### src/rtl/fir_coe_loader.sv
// fir_coe_loader
// Coefficient loader that sits directly upstream of the FIR datapath.
// - Coefficients arrive as a serial valid/ready stream. Each frame ends with a wr_last_i marker.
// - Beats are written in order into a shadow bank.
// - The shadow bank is copied into the active bank (coe_o) in one cycle, and only after a
//   frame of exactly COE_NUM beats. The filter never sees a half-written coefficient set.
// - Short frames are rejected with err_o and the active bank is left untouched.
// - Long frames are rejected with err_o, and their remaining beats are drained up to wr_last_i.
// Optional feature: define FIR_COE_READBACK_EN to add the rd_idx_i / rd_data_o readback port.
// That port is a registered, 1-cycle-latency read of the active bank; an out-of-range index
// returns 0.
module fir_coe_loader #(
    parameter int COE_WIDTH = 16,
    parameter int COE_NUM   = 20,
    parameter int CNT_WIDTH = $clog2(COE_NUM)
) (
    input  logic                         clk,
    input  logic                         rst_n,
    input  logic                         wr_vld_i,
    output logic                         wr_rdy_o,
    input  logic [COE_WIDTH-1:0]         wr_data_i,
    input  logic                         wr_last_i,
`ifdef FIR_COE_READBACK_EN
    input  logic [CNT_WIDTH-1:0]         rd_idx_i,
    output logic [COE_WIDTH-1:0]         rd_data_o,
`endif
    output logic [COE_WIDTH*COE_NUM-1:0] coe_o,
    output logic                         coe_upd_o,
    output logic                         err_o,
    output logic                         busy_o
);

    typedef enum logic [1:0] {
        ST_IDLE   = 2'd0,
        ST_LOAD   = 2'd1,
        ST_DRAIN  = 2'd2,
        ST_COMMIT = 2'd3
    } state_t;

    // Index of the final coefficient of a frame.
    localparam logic [CNT_WIDTH-1:0] LAST_IDX   = CNT_WIDTH'(COE_NUM - 1);
    localparam logic [CNT_WIDTH-1:0] CNT_ZERO   = {CNT_WIDTH{1'b0}};
    localparam logic [CNT_WIDTH-1:0] CNT_ONE    = CNT_WIDTH'(1);
    // A last marker on the very first beat is only legal for a one-coefficient frame.
    localparam logic                 MULTI_BEAT = (COE_NUM > 1) ? 1'b1 : 1'b0;

    state_t                 state_r;
    state_t                 state_nxt_s;
    logic [CNT_WIDTH-1:0]   cnt_r;
    logic [CNT_WIDTH-1:0]   cnt_nxt_s;

    logic                   wr_rdy_s;
    logic                   busy_s;
    logic                   beat_acc_s;
    logic                   sh_we_s;
    logic [CNT_WIDTH-1:0]   sh_idx_s;
    logic                   err_s;
    logic                   commit_s;

    logic [COE_WIDTH-1:0]   shadow_r [COE_NUM];
    logic [COE_WIDTH-1:0]   active_r [COE_NUM];
    logic                   coe_upd_r;
    logic                   err_r;

    // State register and beat counter
    always_ff @(posedge clk) begin
        if (!rst_n) begin
            state_r <= ST_IDLE;
            cnt_r   <= CNT_ZERO;
        end else begin
            state_r <= state_nxt_s;
            cnt_r   <= cnt_nxt_s;
        end
    end

    // Output decode of the registered state (ready and busy flags)
    always_comb begin
        wr_rdy_s = 1'b1;
        busy_s   = 1'b0;
        case (state_r)
            ST_IDLE: begin
                wr_rdy_s = 1'b1;
                busy_s   = 1'b0;
            end
            ST_LOAD: begin
                wr_rdy_s = 1'b1;
                busy_s   = 1'b1;
            end
            ST_DRAIN: begin
                wr_rdy_s = 1'b1;
                busy_s   = 1'b1;
            end
            ST_COMMIT: begin
                wr_rdy_s = 1'b0;
                busy_s   = 1'b1;
            end
            default: begin
                wr_rdy_s = 1'b1;
                busy_s   = 1'b0;
            end
        endcase
    end

    assign beat_acc_s = wr_vld_i & wr_rdy_s;

    // Next-state, counter, shadow-write and error/commit decode
    always_comb begin
        state_nxt_s = state_r;
        cnt_nxt_s   = cnt_r;
        sh_we_s     = 1'b0;
        sh_idx_s    = cnt_r;
        err_s       = 1'b0;
        commit_s    = 1'b0;
        case (state_r)
            ST_IDLE: begin
                // First beat of a frame always lands in slot 0.
                sh_idx_s = CNT_ZERO;
                if (beat_acc_s) begin
                    sh_we_s = 1'b1;
                    if (wr_last_i && MULTI_BEAT) begin
                        err_s       = 1'b1;
                        cnt_nxt_s   = CNT_ZERO;
                        state_nxt_s = ST_IDLE;
                    end else begin
                        cnt_nxt_s   = CNT_ONE;
                        state_nxt_s = ST_LOAD;
                    end
                end else begin
                    state_nxt_s = ST_IDLE;
                end
            end
            ST_LOAD: begin
                if (beat_acc_s) begin
                    sh_we_s = 1'b1;
                    if (cnt_r == LAST_IDX) begin
                        if (wr_last_i) begin
                            cnt_nxt_s   = CNT_ZERO;
                            state_nxt_s = ST_COMMIT;
                        end else begin
                            // Long frame: reject now, swallow the tail until last.
                            err_s       = 1'b1;
                            cnt_nxt_s   = CNT_ZERO;
                            state_nxt_s = ST_DRAIN;
                        end
                    end else begin
                        if (wr_last_i) begin
                            // Short frame: reject, active bank untouched.
                            err_s       = 1'b1;
                            cnt_nxt_s   = CNT_ZERO;
                            state_nxt_s = ST_IDLE;
                        end else begin
                            cnt_nxt_s   = cnt_r + CNT_ONE;
                            state_nxt_s = ST_LOAD;
                        end
                    end
                end else begin
                    state_nxt_s = ST_LOAD;
                end
            end
            ST_DRAIN: begin
                if (beat_acc_s && wr_last_i) begin
                    state_nxt_s = ST_IDLE;
                end else begin
                    state_nxt_s = ST_DRAIN;
                end
            end
            ST_COMMIT: begin
                commit_s    = 1'b1;
                cnt_nxt_s   = CNT_ZERO;
                state_nxt_s = ST_IDLE;
            end
            default: begin
                cnt_nxt_s   = CNT_ZERO;
                state_nxt_s = ST_IDLE;
            end
        endcase
    end

    // Shadow bank: collects the beats of the frame in progress
    always_ff @(posedge clk) begin
        if (!rst_n) begin
            for (int k = 0; k < COE_NUM; k++) begin
                shadow_r[k] <= {COE_WIDTH{1'b0}};
            end
        end else if (sh_we_s) begin
            shadow_r[sh_idx_s] <= wr_data_i;
        end else begin
            shadow_r <= shadow_r;
        end
    end

    // Active bank: updated atomically from the shadow bank on commit only
    always_ff @(posedge clk) begin
        if (!rst_n) begin
            for (int k = 0; k < COE_NUM; k++) begin
                active_r[k] <= {COE_WIDTH{1'b0}};
            end
        end else if (commit_s) begin
            active_r <= shadow_r;
        end else begin
            active_r <= active_r;
        end
    end

    // Registered status pulses; commit and error can never coincide
    always_ff @(posedge clk) begin
        if (!rst_n) begin
            coe_upd_r <= 1'b0;
            err_r     <= 1'b0;
        end else begin
            coe_upd_r <= commit_s;
            err_r     <= err_s;
        end
    end

    // Flatten the active bank onto the FIR coefficient bus
    genvar gk;
    generate
        for (gk = 0; gk < COE_NUM; gk++) begin : g_flat
            assign coe_o[gk*COE_WIDTH +: COE_WIDTH] = active_r[gk];
        end
    endgenerate

    assign wr_rdy_o  = wr_rdy_s;
    assign busy_o    = busy_s;
    assign coe_upd_o = coe_upd_r;
    assign err_o     = err_r;

`ifdef FIR_COE_READBACK_EN
    logic [COE_WIDTH-1:0] rd_data_r;

    // Registered readback of one active-bank coefficient; out-of-range reads return 0
    always_ff @(posedge clk) begin
        if (!rst_n) begin
            rd_data_r <= {COE_WIDTH{1'b0}};
        end else if (int'(rd_idx_i) < COE_NUM) begin
            rd_data_r <= active_r[rd_idx_i];
        end else begin
            rd_data_r <= {COE_WIDTH{1'b0}};
        end
    end

    assign rd_data_o = rd_data_r;
`endif

endmodule

### config.mk
export PLATFORM = sky130hd
export DESIGN_NAME = fir_coe_loader
export DESIGN_NICKNAME = d
export VERILOG_FILES = /design/src/rtl/fir_coe_loader.sv
export SDC_FILE = /design/constraint.sdc
export NUM_CORES = 1
export LEC_CHECK = 0
export ABC_AREA = 1
export BUFFER_PORTS_ARGS = -buffer_cell sky130_fd_sc_hd__clkbuf_2
export CAP_MARGIN = 10
export CELL_PAD_IN_SITES_DETAIL_PLACEMENT = 1
export CELL_PAD_IN_SITES_GLOBAL_PLACEMENT = 1
export CORE_ASPECT_RATIO = 0.6
export CORE_MARGIN = 2
export CORE_UTILIZATION = 37
export CTS_BUF_LIST = sky130_fd_sc_hd__clkbuf_16
export DETAILED_ROUTE_END_ITERATION = 10
export GPL_TIMING_DRIVEN = 0
export PLACE_DENSITY = 0.71
export SLEW_MARGIN = 10
export SYNTH_ARGS = -nofsm -noshare
export SYNTH_HDL_FRONTEND = slang
export SYNTH_SLANG_ARGS = --single-unit
export TNS_END_PERCENT = 1
### constraint.sdc
create_clock -name clk -period 1.5 [get_ports clk]
set_input_delay 0.3 -clock clk [delete_from_list [all_inputs] [get_ports clk]]
set_output_delay 0.3 -clock clk [all_outputs]
set_load 0.02 [all_outputs]
* After elaboration in Yosys (flattened, before gate mapping)
Cells that the tools add are included.
Storage, ports and cells: register bits after elaboration 649, bits in latches 0, RAM bits 0, memory bits (read-only) 0, input port bits 20, output and inout bits 324, word-level logic and storage cells 91, memories 0
Operators by class: $add $sub $neg 1, $mul 0, divide/modulo/power cells 0, $lt $le $gt $ge 2, equality and inequality tests 6, shift operators 0, multiplexer cells 28, bitwise operators 2, reductions and logical operators 8
Operators by type and width (count):
- $bwmux 320 | 1
- $demux 16 s5 | 1
- $mux 5 | 5
- $mux 16 | 1
- $pmux 5 s3 | 1
- $mux 1 | 11
- $mux 2 | 4
- $pmux 2 s4 | 1
- $ge 6x6->1 const B | 1
- $lt 6x1->1 const B | 1
- $not 5->6 | 1
- $pmux 1 s2 | 3
- $reduce_or 3->1 | 2
- $add 5x1->5 const B | 1
- $eq 5x5->1 const B | 1
- $eq 2x2->1 const B | 2
- $ne 2x2->1 const B | 2
- $reduce_and 3->1 | 1
- $reduce_bool 3->1 | 1
- $eq 2x1->1 const B | 1
- $logic_and 1x1->1 | 2
- $logic_not 2->1 | 1
- $reduce_or 2->1 | 1
- $and 1x1->1 | 1

* Depth between registers and ports, before layout
Gate-level depths: netlist (run 1).
depth after elaboration 8, gate-level depth with buffers 10

* Least setup slack after synthesis (run 1)
OpenSTA, ideal clock, no wires.
kind register to register, start point reg state_r[1], end point reg shadow_r[10] (netlist bit), setup time 0.116 ns, arrival time 1.403 ns, required time 1.384 ns, setup slack -0.019 ns, cell stages (with the launch flop) 9, cells stage by stage dfxtp_1 -> inv_2 -> nand2_2 -> nand3_1 -> inv_2 -> nand2_2 -> clkbuf_1 -> o21ai_0 -> nor2_1
Between the ends: longest elaborated chain between the ends 8
Ends and longest elaborated chain:
- start, declared | line 47 | state_t state_r;
- start signal, assigned | line 71 | state_r <= state_nxt_s;
- $logic_not 2->1 | line 80, 114
- $mux 5 | line 114 | case (state_r)
- $not 5->6 (implied by the code) | line 186 | shadow_r[sh_idx_s] <= wr_data_i;
- $ge 6x6->1 (implied by the code) / $lt 6x1->1 (equally long branches) | line 186
- $logic_and 1x1->1 (implied by the code) | line 186
- $mux 16 (implied by the code) | line 186
- $demux 16 s5 | line 186
- $bwmux 320 | line 186
- end signal, assigned by index | line 183 | shadow_r[k] <= {COE_WIDTH{1'b0}};
- end signal, assigned by index | line 186
- end signal, assigned | line 188 | shadow_r <= shadow_r;
- end, declared | line 60 | logic [COE_WIDTH-1:0] shadow_r [COE_NUM];
Several ways; a longest one is shown, not always the timed one. A chain may end at the register's enable or synchronous reset.

* Final worst setup path (run 1)
start point reg state_r[1], end point out wr_rdy_o
Between the ends: longest elaborated chain between the ends 3
Ends and longest elaborated chain:
- $eq 2x2->1, or another cell as far along | line 80 | case (state_r)
- $reduce_or 3->1 (no line)
- $pmux 1 s2 (*) | line 80
- end, declared | line 20 | output logic wr_rdy_o,
Mark *: on every way between the ends. The rest lies on a longest branch, timed or not.

==> results by group, run 1 <==
Floorplanning
  – Die width: 331 um
  – Total die area: 66,400 um2
  – Vert. Die Dim: 200 um
  – Number of placed I/O pins: 344
  – Row cnt: 71
  – Std-Cell Core Area: 63,100 um2
  – Effective utilization at floorplan: 37.7%

Power and ir drop
  – Power density of the placed cells: 1160 nW/um2
  – Power share of the sequential group: 50.1%
  – Leakage power summed over all cells: 12.6 nW
  – Internal Pwr Total: 26.3 mW
  – Switching power: 8.28 mW
  – Max VDD drop: 0.785 mV
  – Total Power Consumption: 34.5 mW
  – Share of total power in the clock network: 45.5%
  – Switching share of power: 24.0%
  – Share of total power in combinational logic: 4.5%

Synth
  – Biggest area consumer among synthesized cells: dfxtp_1
  – Most instantiated flip-flop cell in the synthesis netlist: dfxtp_1
  – Combinational family with the most area after synthesis: simple AND/OR/NAND/NOR gates
  – Commonest cells in the synthesized netlist: nor2_1, dfxtp_1, nand2_1
  – Number of synthesized register bits: 649
  – Multiplexer share of the synthesized area: 0%
  – Number of instances in the synthesized netlist: 3,249
  – Most frequent cell after synthesis: nor2_1
  – Cells taking the most area after synthesis: dfxtp_1, nor2_1, nand2_1, o21ai_0, nand3_1
  – Post-synthesis share of cell area spent on and, or, nand and nor gates: 31.1%
  – Count of flip-flops with a built-in enable after synthesis: 0
  – Average size of a mapped cell: 7.32 um2
  – Fraction of synthesized cell area taken by the top area cell type: 54.6%
  – Fraction of the yosys area taken by sequential cells: 54.6%
  – Count of cell types in the netlist: 26
  – Yosys synthesis warning count: 0
  – Post-synth design cell area: 23,800 um2
  – Area share of xor/xnor cells in the synthesized design: 0.0368%
  – Share of synthesized registers carrying an async set or reset: 0%
  – Synth Area in Compound Gates: 8.38%
  – Synthesized net count: 3,270
  – Adder and majority cell fraction of the synthesized area: 0.0526%

Routing
  – Wire per inst: 20.3 um
  – Number of vias in the routed layout: 22,898
  – TritonRoute pass-1 iters: 6
  – Post-route DRC violation count: 0
  – Routed wire length: 92,400 um
  – Average vias per placed instance: 5.02
  – Final ANT Viol Nets: 0
  – Violation count after the first detailed-routing iteration: 1,370

Global routing
  – Vias in the first global route: 23,579
  – Initial antenna violation count: 1
  – Total GRT Usage: 27.2%
  – Largest net degree at the start of global routing: 15
  – Total congestion overflow after global routing: 0
  – Wire length of the first global-routing pass: 139,000 um

Timing
  – Final Hold Fails: 0
  – Post-route clock period utilization: 125%
  – Final critical delay including setup and external delays: 1.88 ns
  – Final critical-path setup slack: -0.382 ns
  – Slew margin rel.: 11.5%
  – Slew @ Worst Pin: 1.33 ns
  – Number of pins exceeding their max-slew limit in the final report: 0
  – Unrepaired setup endpoints after global routing: yes
  – Final-report setup violation count: 628
  – Achievable Freq: 531 MHz
  – Final clock skew: 0.0313 ns

Setup path
  – Max Fanout on Critical Path: 5
  – Setup slack on the worst flop-to-flop path: -0.29 ns
  – Start-to-end type of the worst setup path: flip-flop to output port
  – Critical path endpoint category: output port
  – Worst path required time: 1.20 ns
  – Launching element type of the critical path: flip-flop
  – Reg2Reg Depth: 11
  – Startpoint of the most critical register-to-register path: state_r[1]
  – Worst EP arrival: 1.58 ns
  – Worst reg2reg endpoint: shadow_r[167]
  – Last element of the critical path: wr_rdy_o
  – Setup crit start: state_r[1]

Run status
  – Outcome: complete, but fails checks
  – Violations in the final reports: negative setup slack

Finish
  – Share of cells above drive strength 1: 18.8%
  – Final design area excluding fillers: 29,800 um2
  – Total of fill cells in the finished design: 7,857
  – Area of the multi-input gates: 9710 um2
  – Sequential cell area: 13,100 um2
  – Utilization after layout: 47.2%
  – Number of diodes added for antenna fixing: 0
  – Signed area change from the synthesized netlist to the final layout: 25.1%
  – Final net count: 3,699

Flow run
  – Max cap viols: 0

Placement
  – HPWL Detailed: 68,700 um
  – Buffers on Ports: 342
  – Placed Area: 26,500 um2
  – Global placer's final weighted congestion: 0.872

CTS
  – Latest clock arrival within the worst-skew pair: 0.63 ns
  – Master cell of the clock root buffer: clkbuf_16
  – CTS buffer count: 66
  – Number of levels the H-tree was split into: 3
  – Number of buffers on the longest clock path: 3
  – Clock tree from TritonCTS: done
  – Clock sinks: 649
  – Register clock-pin slew on the reported worst setup and hold paths: 0.07 ns

Min path
  – Hold WC Path Type: input port to flip-flop
[worst min-delay path by stage]
stage / slack [ns] / from / depth (start not counted) / end
after detailed placement: 0.45 / shadow_r[18] / 2 / coe_o[290]
after global routing: 0.03 / wr_data_i[0] / 3 / shadow_r[16]
final: 0.03 / wr_data_i[0] / 3 / shadow_r[32]
after CTS: 0.00002 / wr_data_i[1] / 3 / shadow_r[33]
after global placement: 0.44 / shadow_r[266] / 2 / coe_o[58]
after floorplan: 0.43 / shadow_r[32] / 2 / coe_o[272]
[state kept, by name (all words and copies together), names as in the netlist]
signal / count
coe_o: 320
shadow_r: 320
cnt_r: 5
state_r: 2
coe_upd_o: 1
err_o: 1
[cell usage in the layout, fill, tap and decap left out, types with 4 or more instances in the layout]
cell type,synthesis,layout
buf_2,74,43
inv_2,6,4
buf_6,0,36
nor2_4,12,26
dfxtp_2,0,37
clkbuf_16,0,73
nand3_2,3,5
o21ai_1,2,54
clkbuf_1,128,91
nand2_2,4,6
clkinv_2,0,8
a21oi_1,56,56
clkbuf_2,0,282
clkbuf_4,0,66
buf_12,0,4
buf_1,7,8
nand3_1,105,101
nor3_2,0,5
buf_4,19,41
nor2_2,9,4
dfxtp_4,0,11
nor2_1,1150,1141
buf_8,0,10
o21ai_2,0,12
nand2_1,554,545
o21ai_0,339,274
inv_1,75,89
dfxtp_1,649,601
clkinv_1,17,31
nand2_4,0,6
nor3_1,32,25
inv_4,0,4
[layout make-up]
cell class                 instances  share of cell area, %
buffer                           227                   4.95
clock buffer                      71                   5.97
clock inverter                    42                  0.681
inverter                          98                   1.28
multi-input combinational       2274                   32.6
sequential                       649                   43.9
tap                              839                   3.53
timing repair buffer             362                   7.00
[metal layers]
metal	global-route usage (%)	part of all wire, %	vias to the layer above
li1	-	-	10983
met1	36.5	46	11169
met2	44.4	46	586
met3	5.44	5.8	160
met4	7.81	2.6	0
met5	0	0	-
[stage by stage]
step / TNS, ns / setup slack, ns / std cells / hold WS (ns)
3_5_place_dp: -489.43 / -1.10 / 4430 / 0.452
4_1_cts: -146.23 / -0.393 / 4551 / 0.0000188
6_report: -68.16 / -0.382 / 4562 / 0.0293
5_1_grt: -110.25 / -0.412 / 4562 / 0.0312
2_1_floorplan: -1.18 / -0.0191 / 3249 / 0.430
3_3_place_gp: -451.20 / -1.01 / 4430 / 0.438
[critical path, cell delays in order, from the launching register on]
cell	delay [ns]
dfxtp_4	0.45
nand2_8	0.09
clkbuf_16	0.16
clkbuf_16	0.14
buf_8	0.12
[power by group through the flow]
stage / logic (mW) / registers, mW / clock network, mW
6_report: 1.54 / 17.3 / 15.7
5_1_grt: 1.65 / 17.3 / 16.7
4_1_cts: 1.45 / 17.3 / 16.0
3_5_place_dp: 1.41 / 17.7 / 0
3_3_place_gp: 1.37 / 17.7 / 0
2_1_floorplan: 0.751 / 17.7 / 0
[kinds of logic (layout without fill, tap and decap cells)]
family                     after synthesis  count (layout)
and+or+nand+nor                       1874            1874
DFF                                    649             649
AOI/OAI and AO/OA                      398             398
buffers and inverters                  326             800
adders and majority gates                1               1
xor gates and xnor gates                 1               1
[repair_timing]
action                                  CTS  global route
cloned                                    0             0
resized for setup                       252           243
endpoints found under the setup margin  700           675
hold buffers                              3             0
pin swaps                                13            26
hold endpoints to repair                  5             0
buffers inserted                          6            11
Power figures use the tool's default switching activity.
==> run 2, diff against run 1 <==
--- a/config.mk
+++ b/config.mk
@@ -12,11 +12,11 @@
 export CELL_PAD_IN_SITES_GLOBAL_PLACEMENT = 1
 export CORE_ASPECT_RATIO = 0.6
 export CORE_MARGIN = 2
-export CORE_UTILIZATION = 37
+export CORE_UTILIZATION = 30
 export CTS_BUF_LIST = sky130_fd_sc_hd__clkbuf_16
 export DETAILED_ROUTE_END_ITERATION = 10
 export GPL_TIMING_DRIVEN = 0
-export PLACE_DENSITY = 0.71
+export PLACE_DENSITY = 0.59
 export SLEW_MARGIN = 10
 export SYNTH_ARGS = -nofsm -noshare
 export SYNTH_HDL_FRONTEND = slang
==> results by group, run 2 (synthesized netlist as in run 1, its figures left out) <==
Run status
  – Outcome: complete, but fails checks
  – Violations in the final reports: negative setup slack

Power and ir drop
  – Max VDD drop: 0.637 mV (-19%)
  – Share of total power in the clock network: 45.6% (about the same)
  – Power share of the sequential group: 49.9% (-0.2 points)
  – Leakage power summed over all cells: 12.8 nW (+1.0%)
  – Switching share of power: 24.3% (+0.30 points)
  – Total Power Consumption: 34.6 mW (+0.26%)
  – Power density of the placed cells: 1150 nW/um2 (-1.3%)
  – Share of total power in combinational logic: 4.5% (about the same)
  – Internal Pwr Total: 26.2 mW (-0.14%)
  – Switching power: 8.41 mW (+1.5%)

Floorplanning
  – Vert. Die Dim: 222 um (+11%)
  – Std-Cell Core Area: 78,000 um2 (+24%)
  – Total die area: 81,600 um2 (+23%)
  – Number of placed I/O pins: 344 (unchanged)
  – Effective utilization at floorplan: 30.5% (-7.2 points)
  – Row cnt: 79 (+11%)
  – Die width: 368 um (+11%)

CTS
  – Clock tree from TritonCTS: done
  – Clock sinks: 649 (unchanged)
  – Register clock-pin slew on the reported worst setup and hold paths: 0.06 ns (about the same)
  – Number of levels the H-tree was split into: 3 (unchanged)
  – CTS buffer count: 66 (unchanged)
  – Latest clock arrival within the worst-skew pair: 0.63 ns (about the same)
  – Number of buffers on the longest clock path: 3 (unchanged)
  – Master cell of the clock root buffer: clkbuf_16

Setup path
  – Library cell appearing most often on the critical path: clkbuf_16
  – Start-to-end type of the worst setup path: flip-flop to output port
  – Launching element type of the critical path: flip-flop
  – Delay of the slowest critical-path stage: 0.43 ns (-0.02 ns)
  – Critical Path Slowest Stage Cell: dfxtp_4
  – Worst path required time: 1.20 ns (about the same)
  – Ordered cell list for the critical path: nand2_8, clkbuf_16, clkbuf_16, buf_8
  – Critical path endpoint category: output port
  – Max Fanout on Critical Path: 6 (+1)
  – Worst EP arrival: 1.55 ns (-0.03 ns)

Routing
  – Number of vias in the routed layout: 22,100 (-3.5%)
  – Final ANT Viol Nets: 0 (unchanged)
  – Post-route DRC violation count: 0 (unchanged)
  – Average vias per placed instance: 4.62 (-8.0%)
  – Routed wire length: 94,500 um (+2.3%)
  – Violation count after the first detailed-routing iteration: 1,275 (-6.9%)
  – Wire per inst: 19.8 um (-2.5%)
  – TritonRoute pass-1 iters: 5 (-1)

Finish
  – Most used cells in the layout excluding fill and tap cells: nor2_1, dfxtp_1, nand2_1
  – Final net count: 3,705 (+0.16%)
  – Area of the multi-input gates: 9700 um2 (-0.14%)
  – Signed area change from the synthesized netlist to the final layout: 27.0%
  – Sequential cell area: 13,100 um2 (about the same)
  – Final design area excluding fillers: 30,200 um2 (+1.5%)
  – Most frequent standard cell in the layout excluding fill and tap cells: nor2_1
  – Share of cells above drive strength 1: 19.1% (+0.32 points)
  – Total of fill cells in the finished design: 9,645 (+23%)

Timing
  – Final Hold Fails: 0 (unchanged)
  – Total negative slack: -72.66 ns (-4.50 ns)
  – Number of pins exceeding their max-slew limit in the final report: 0 (unchanged)
  – Final critical delay including setup and external delays: 1.85 ns (-0.0362 ns)
  – Final-report setup violation count: 617 (-1.8%)
  – Slew @ Worst Pin: 1.36 ns (+0.0310 ns)
  – Achievable Freq: 542 MHz (+2.0%)
  – Worst slack on hold paths: 0.0297 ns (+0.000348 ns)
  – Final critical-path setup slack: -0.345 ns (+0.0362 ns)
  – Post-route clock period utilization: 123% (-2.4 points)
  – Final clock skew: 0.0332 ns (+0.00184 ns)
  – Unrepaired setup endpoints after global routing: yes
  – Slew margin rel.: 9.42% (-2.1 points)

Global routing
  – Total GRT Usage: 22.7% (-4.5 points)
  – Initial antenna violation count: 5 (+4)
  – Vias in the first global route: 21,635 (-8.2%)
  – Wire length of the first global-routing pass: 140,000 um (+0.46%)
  – Total congestion overflow after global routing: 0 (unchanged)
  – Largest net degree at the start of global routing: 15 (unchanged)

Placement
  – Global placer's final weighted congestion: 0.863 (-1.1%)
  – Post-placement setup slack: -1.11 ns (-0.0121 ns)
  – HPWL Detailed: 69,000 um (+0.43%)
  – Buffers on Ports: 342 (unchanged)
  – Placed Area: 26,800 um2 (+1.0%)

Min path
  – Hold WC Path Type: input port to flip-flop

Flow run
  – Max cap viols: 0 (unchanged)
==> run 2: worst paths after layout <==
kind,start,to,slack (ns),cells after the start
setup / recovery,state_r[1],wr_rdy_o,-0.35,4
hold reg to reg,shadow_r[38],coe_o[278],0.45,2
setup reg to reg,state_r[1],shadow_r[167],-0.32,11
hold / removal,wr_data_i[2],shadow_r[34],0.03,3
==> run 2: timing repair <==
item                                    4_1_cts  5_1_grt
setup buffers                                 7       14
hold buffers                                  2        0
gates resized for setup                     257      311
endpoints found under the hold margin         4        0
cloned                                        0        3
endpoints found under the setup margin      705      753
pin swaps                                    12       12
==> run 2: metrics by stage <==
step | utilization (%) | cells
finish | 38.7 | 4785
global route | 38.7 | 4783
CTS | 37.9 | 4765
detailed placement | 34.4 | 4644
global placement | 34.4 | 4644
floorplan | - | 3249
==> run 2: layout make-up <==
type | instances | share of cell area (%)
timing repair buffer | 368 | 7.59
antenna | 3 | 0.0248
multi-input combinational | 2274 | 32.1
clock inverter | 44 | 0.795
tap | 1053 | 4.36
clock buffer | 69 | 5.71
sequential | 649 | 43.3
inverter | 98 | 1.25
buffer | 227 | 4.85
==> run 2: routing by layer <==
metal	up-vias	routed length, um	GRT usage [%]
li1	11009	-	-
met1	10610	48900	34.2
met2	389	39600	33.5
met3	92	4700	4.44
met4	0	1340	4.07
met5	-	0	0
==> run 2: worst max-delay path: cells and delay by family (launching register included) <==
kind                   cells  cell delay (ns)
buffers and inverters      3             0.42
DFF                        1             0.43
and+or+nand+nor            1             0.09
==> run 2: power by group through the flow <==
stage	Combinational [mW]	Clock, mW	Sequential (mW)
after floorplan	0.751	0	17.7
after global placement	1.46	0	17.7
after detailed placement	1.46	0	17.7
after CTS	1.50	16.2	17.3
after global routing	1.69	17.0	17.3
final	1.56	15.8	17.3
==> run 3, diff against run 2 <==
--- a/config.mk
+++ b/config.mk
@@ -6,7 +6,7 @@
 export NUM_CORES = 1
 export LEC_CHECK = 0
 export ABC_AREA = 1
-export BUFFER_PORTS_ARGS = -buffer_cell sky130_fd_sc_hd__clkbuf_2
+export BUFFER_PORTS_ARGS = -buffer_cell sky130_fd_sc_hd__buf_2
 export CAP_MARGIN = 10
 export CELL_PAD_IN_SITES_DETAIL_PLACEMENT = 1
 export CELL_PAD_IN_SITES_GLOBAL_PLACEMENT = 1
==> results by group, run 3 (synthesized netlist as in run 1, its figures left out) <==
Placement
  – Buffers on Ports: 342 (unchanged)
  – Global placer's final weighted congestion: 0.865 (+0.26%)
  – Inst Count DP: 4,645 (+0.022%)
  – HPWL Detailed: 68,900 um (about the same)

Global routing
  – Fraction of met3 tracks used by global routing: 4.80% (+0.36 points)
  – Vias in the first global route: 21,601 (-0.16%)
  – Met1 usage in global routing: 34.0% (-0.22 points)
  – Routing usage on met2: 33.3% (-0.23 points)
  – Total GRT Usage: 22.8% (+0.074 points)
  – Total congestion overflow after global routing: 0 (unchanged)
  – Initial antenna violation count: 5 (unchanged)
  – Most Crowded Layer GR: met1
  – Wire length of the first global-routing pass: 140,000 um (-0.10%)
  – Largest net degree at the start of global routing: 14 (-1)

Setup path
  – Start-to-end type of the worst setup path: flip-flop to output port
  – Launching element type of the critical path: flip-flop
  – Worst EP arrival: 1.54 ns (about the same)
  – Max Fanout on Critical Path: 5 (-1)
  – Startpoint of the most critical register-to-register path: cnt_r[0]
  – Setup crit start: state_r[1]
  – Critical path endpoint category: output port
  – Worst path required time: 1.20 ns (about the same)

CTS
  – Master cell of the clock root buffer: clkbuf_16
  – Clock tree from TritonCTS: done
  – Number of buffers on the longest clock path: 3 (unchanged)
  – Register clock-pin slew on the reported worst setup and hold paths: 0.07 ns (about the same)
  – CTS buffer count: 67 (+1.5%)
  – Number of levels the H-tree was split into: 3 (unchanged)
  – Clock sinks: 649 (unchanged)
  – Latest clock arrival within the worst-skew pair: 0.62 ns (about the same)

Power and ir drop
  – Leakage power summed over all cells: 13.1 nW (+2.8%)
  – Switching power: 8.48 mW (+0.92%)
  – Share of total power in the clock network: 46.1% (+0.5 points)
  – Internal Pwr Total: 26.7 mW (+1.6%)
  – Power share of the sequential group: 49.3% (-0.6 points)
  – Share of total power in combinational logic: 4.6% (about the same)
  – Power density of the placed cells: 1150 nW/um2 (+0.62%)
  – Max VDD drop: 0.587 mV (-7.7%)
  – Switching share of power: 24.1% (-0.13 points)

Floorplanning
  – Row cnt: 79 (unchanged)
  – Number of placed I/O pins: 344 (unchanged)
  – Total die area: 81,600 um2 (unchanged)
  – Std-Cell Core Area: 78,000 um2 (unchanged)
  – Effective utilization at floorplan: 30.5% (unchanged)
  – Die width: 368 um (unchanged)
  – Vert. Die Dim: 222 um (unchanged)

Routing
  – Post-route DRC violation count: 0 (unchanged)
  – Wire per inst: 19.8 um (+0.16%)
  – Routed wire length: 94,800 um (+0.29%)
  – Final ANT Viol Nets: 0 (unchanged)
  – Violation count after the first detailed-routing iteration: 1,513 (+19%)
  – Number of vias in the routed layout: 22,218 (+0.53%)
  – Average vias per placed instance: 4.64 (+0.41%)
  – TritonRoute pass-1 iters: 5 (unchanged)

Timing
  – Final-report setup violation count: 312 (-49%)
  – Number of pins exceeding their max-slew limit in the final report: 0 (unchanged)
  – Final Hold Fails: 0 (unchanged)
  – Unrepaired setup endpoints after global routing: yes
  – Final critical-path setup slack: -0.340 ns (+0.00558 ns)
  – Post-route clock period utilization: 123% (-0.37 points)
  – Achievable Freq: 544 MHz (+0.30%)
  – Final clock skew: 0.0188 ns (-0.0143 ns)
  – Slew margin rel.: 10.4% (+0.97 points)
  – Slew @ Worst Pin: 1.34 ns (-0.0145 ns)
  – Total negative slack: -39.81 ns (+32.85 ns)
  – Worst slack on hold paths: 0.0444 ns (+0.0147 ns)
  – Final critical delay including setup and external delays: 1.84 ns (-0.00558 ns)

Run status
  – Outcome: complete, but fails checks
  – Violations in the final reports: negative setup slack

Min path
  – Hold WC Path Type: input port to flip-flop
  – Min-Delay Startpoint: wr_data_i[4]

Finish
  – Signed area change from the synthesized netlist to the final layout: 28.1%
  – Most frequent standard cell in the layout excluding fill and tap cells: nor2_1
  – Final Instance Count excl. Fillers: 4,791 (+0.13%)
  – Share of cells above drive strength 1: 20.0% (+0.86 points)
  – Number of diodes added for antenna fixing: 0 (-3)
  – Most used cells in the layout excluding fill and tap cells: nor2_1, dfxtp_1, nand2_1
  – Utilization after layout: 39.1% (+0.32 points)
  – Final net count: 3,715 (+0.27%)
  – Total of fill cells in the finished design: 9,660 (+0.16%)

Flow run
  – Max cap viols: 0 (unchanged)
[run 3: per-stage QoR]
| step | setup WS (ns) | area (um2) | power (mW) |
|---|---|---|---|
| final | -0.340 | 30500 | 35.1 |
| after global routing | -0.423 | 30500 | 36.4 |
| after CTS | -0.359 | 29700 | 35.5 |
| after detailed placement | -1.17 | 26800 | 19.2 |
| after global placement | -1.12 | 26800 | 19.2 |
| after floorplan | -0.0191 | 23800 | 18.4 |
[run 3: what timing repair did]
action                                  4_1_cts  5_1_grt
gates cloned                                  0        4
hold buffers                                  5        0
pin swaps                                    16       23
gates resized for setup                     313      334
setup buffers                                 9       17
endpoints found under the setup margin      695      609
endpoints found under the hold margin         9        0
[run 3: critical path: stages, from the launching register on]
cell and delay, ns:
dfxtp_4 0.44, nand2_8 0.08, clkbuf_16 0.15, clkbuf_16 0.14
buf_8 0.12
[run 3: cell type report]
type                    count  area [um2]  share of cell area, %
plain buffers             226        1620                   5.33
flip-flops and latches    649       13000                   42.8
clock inverters            42         250                  0.821
repair buffers            378        2230                   7.31
multi-input cells        2274        9840                   32.3
inverters                  98         392                   1.29
well taps                1053        1320                   4.32
clock buffers              71        1780                   5.83
[run 3: layer usage]
metal | vias up | part of all wire, %
met2 | 448 | 41
met3 | 120 | 5.9
met1 | 10611 | 51
met5 | - | 0
met4 | 0 | 2.0
li1 | 11039 | -
[run 3: path summary, 6_finish.rpt]
check                  end  depth (start not counted)  slack [ns]
max               wr_rdy_o                          4       -0.34
min           shadow_r[20]                          3        0.04
max reg2reg  shadow_r[170]                          9       -0.34
min reg2reg      coe_o[55]                          2        0.45
[run 3: power groups by stage]
stage | Clock (mW) | Combinational, mW | Sequential (mW)
floorplan | 0 | 0.751 | 17.7
global placement | 0 | 1.46 | 17.7
detailed placement | 0 | 1.47 | 17.7
CTS | 16.6 | 1.52 | 17.3
global route | 17.3 | 1.76 | 17.3
finish | 16.2 | 1.62 | 17.3
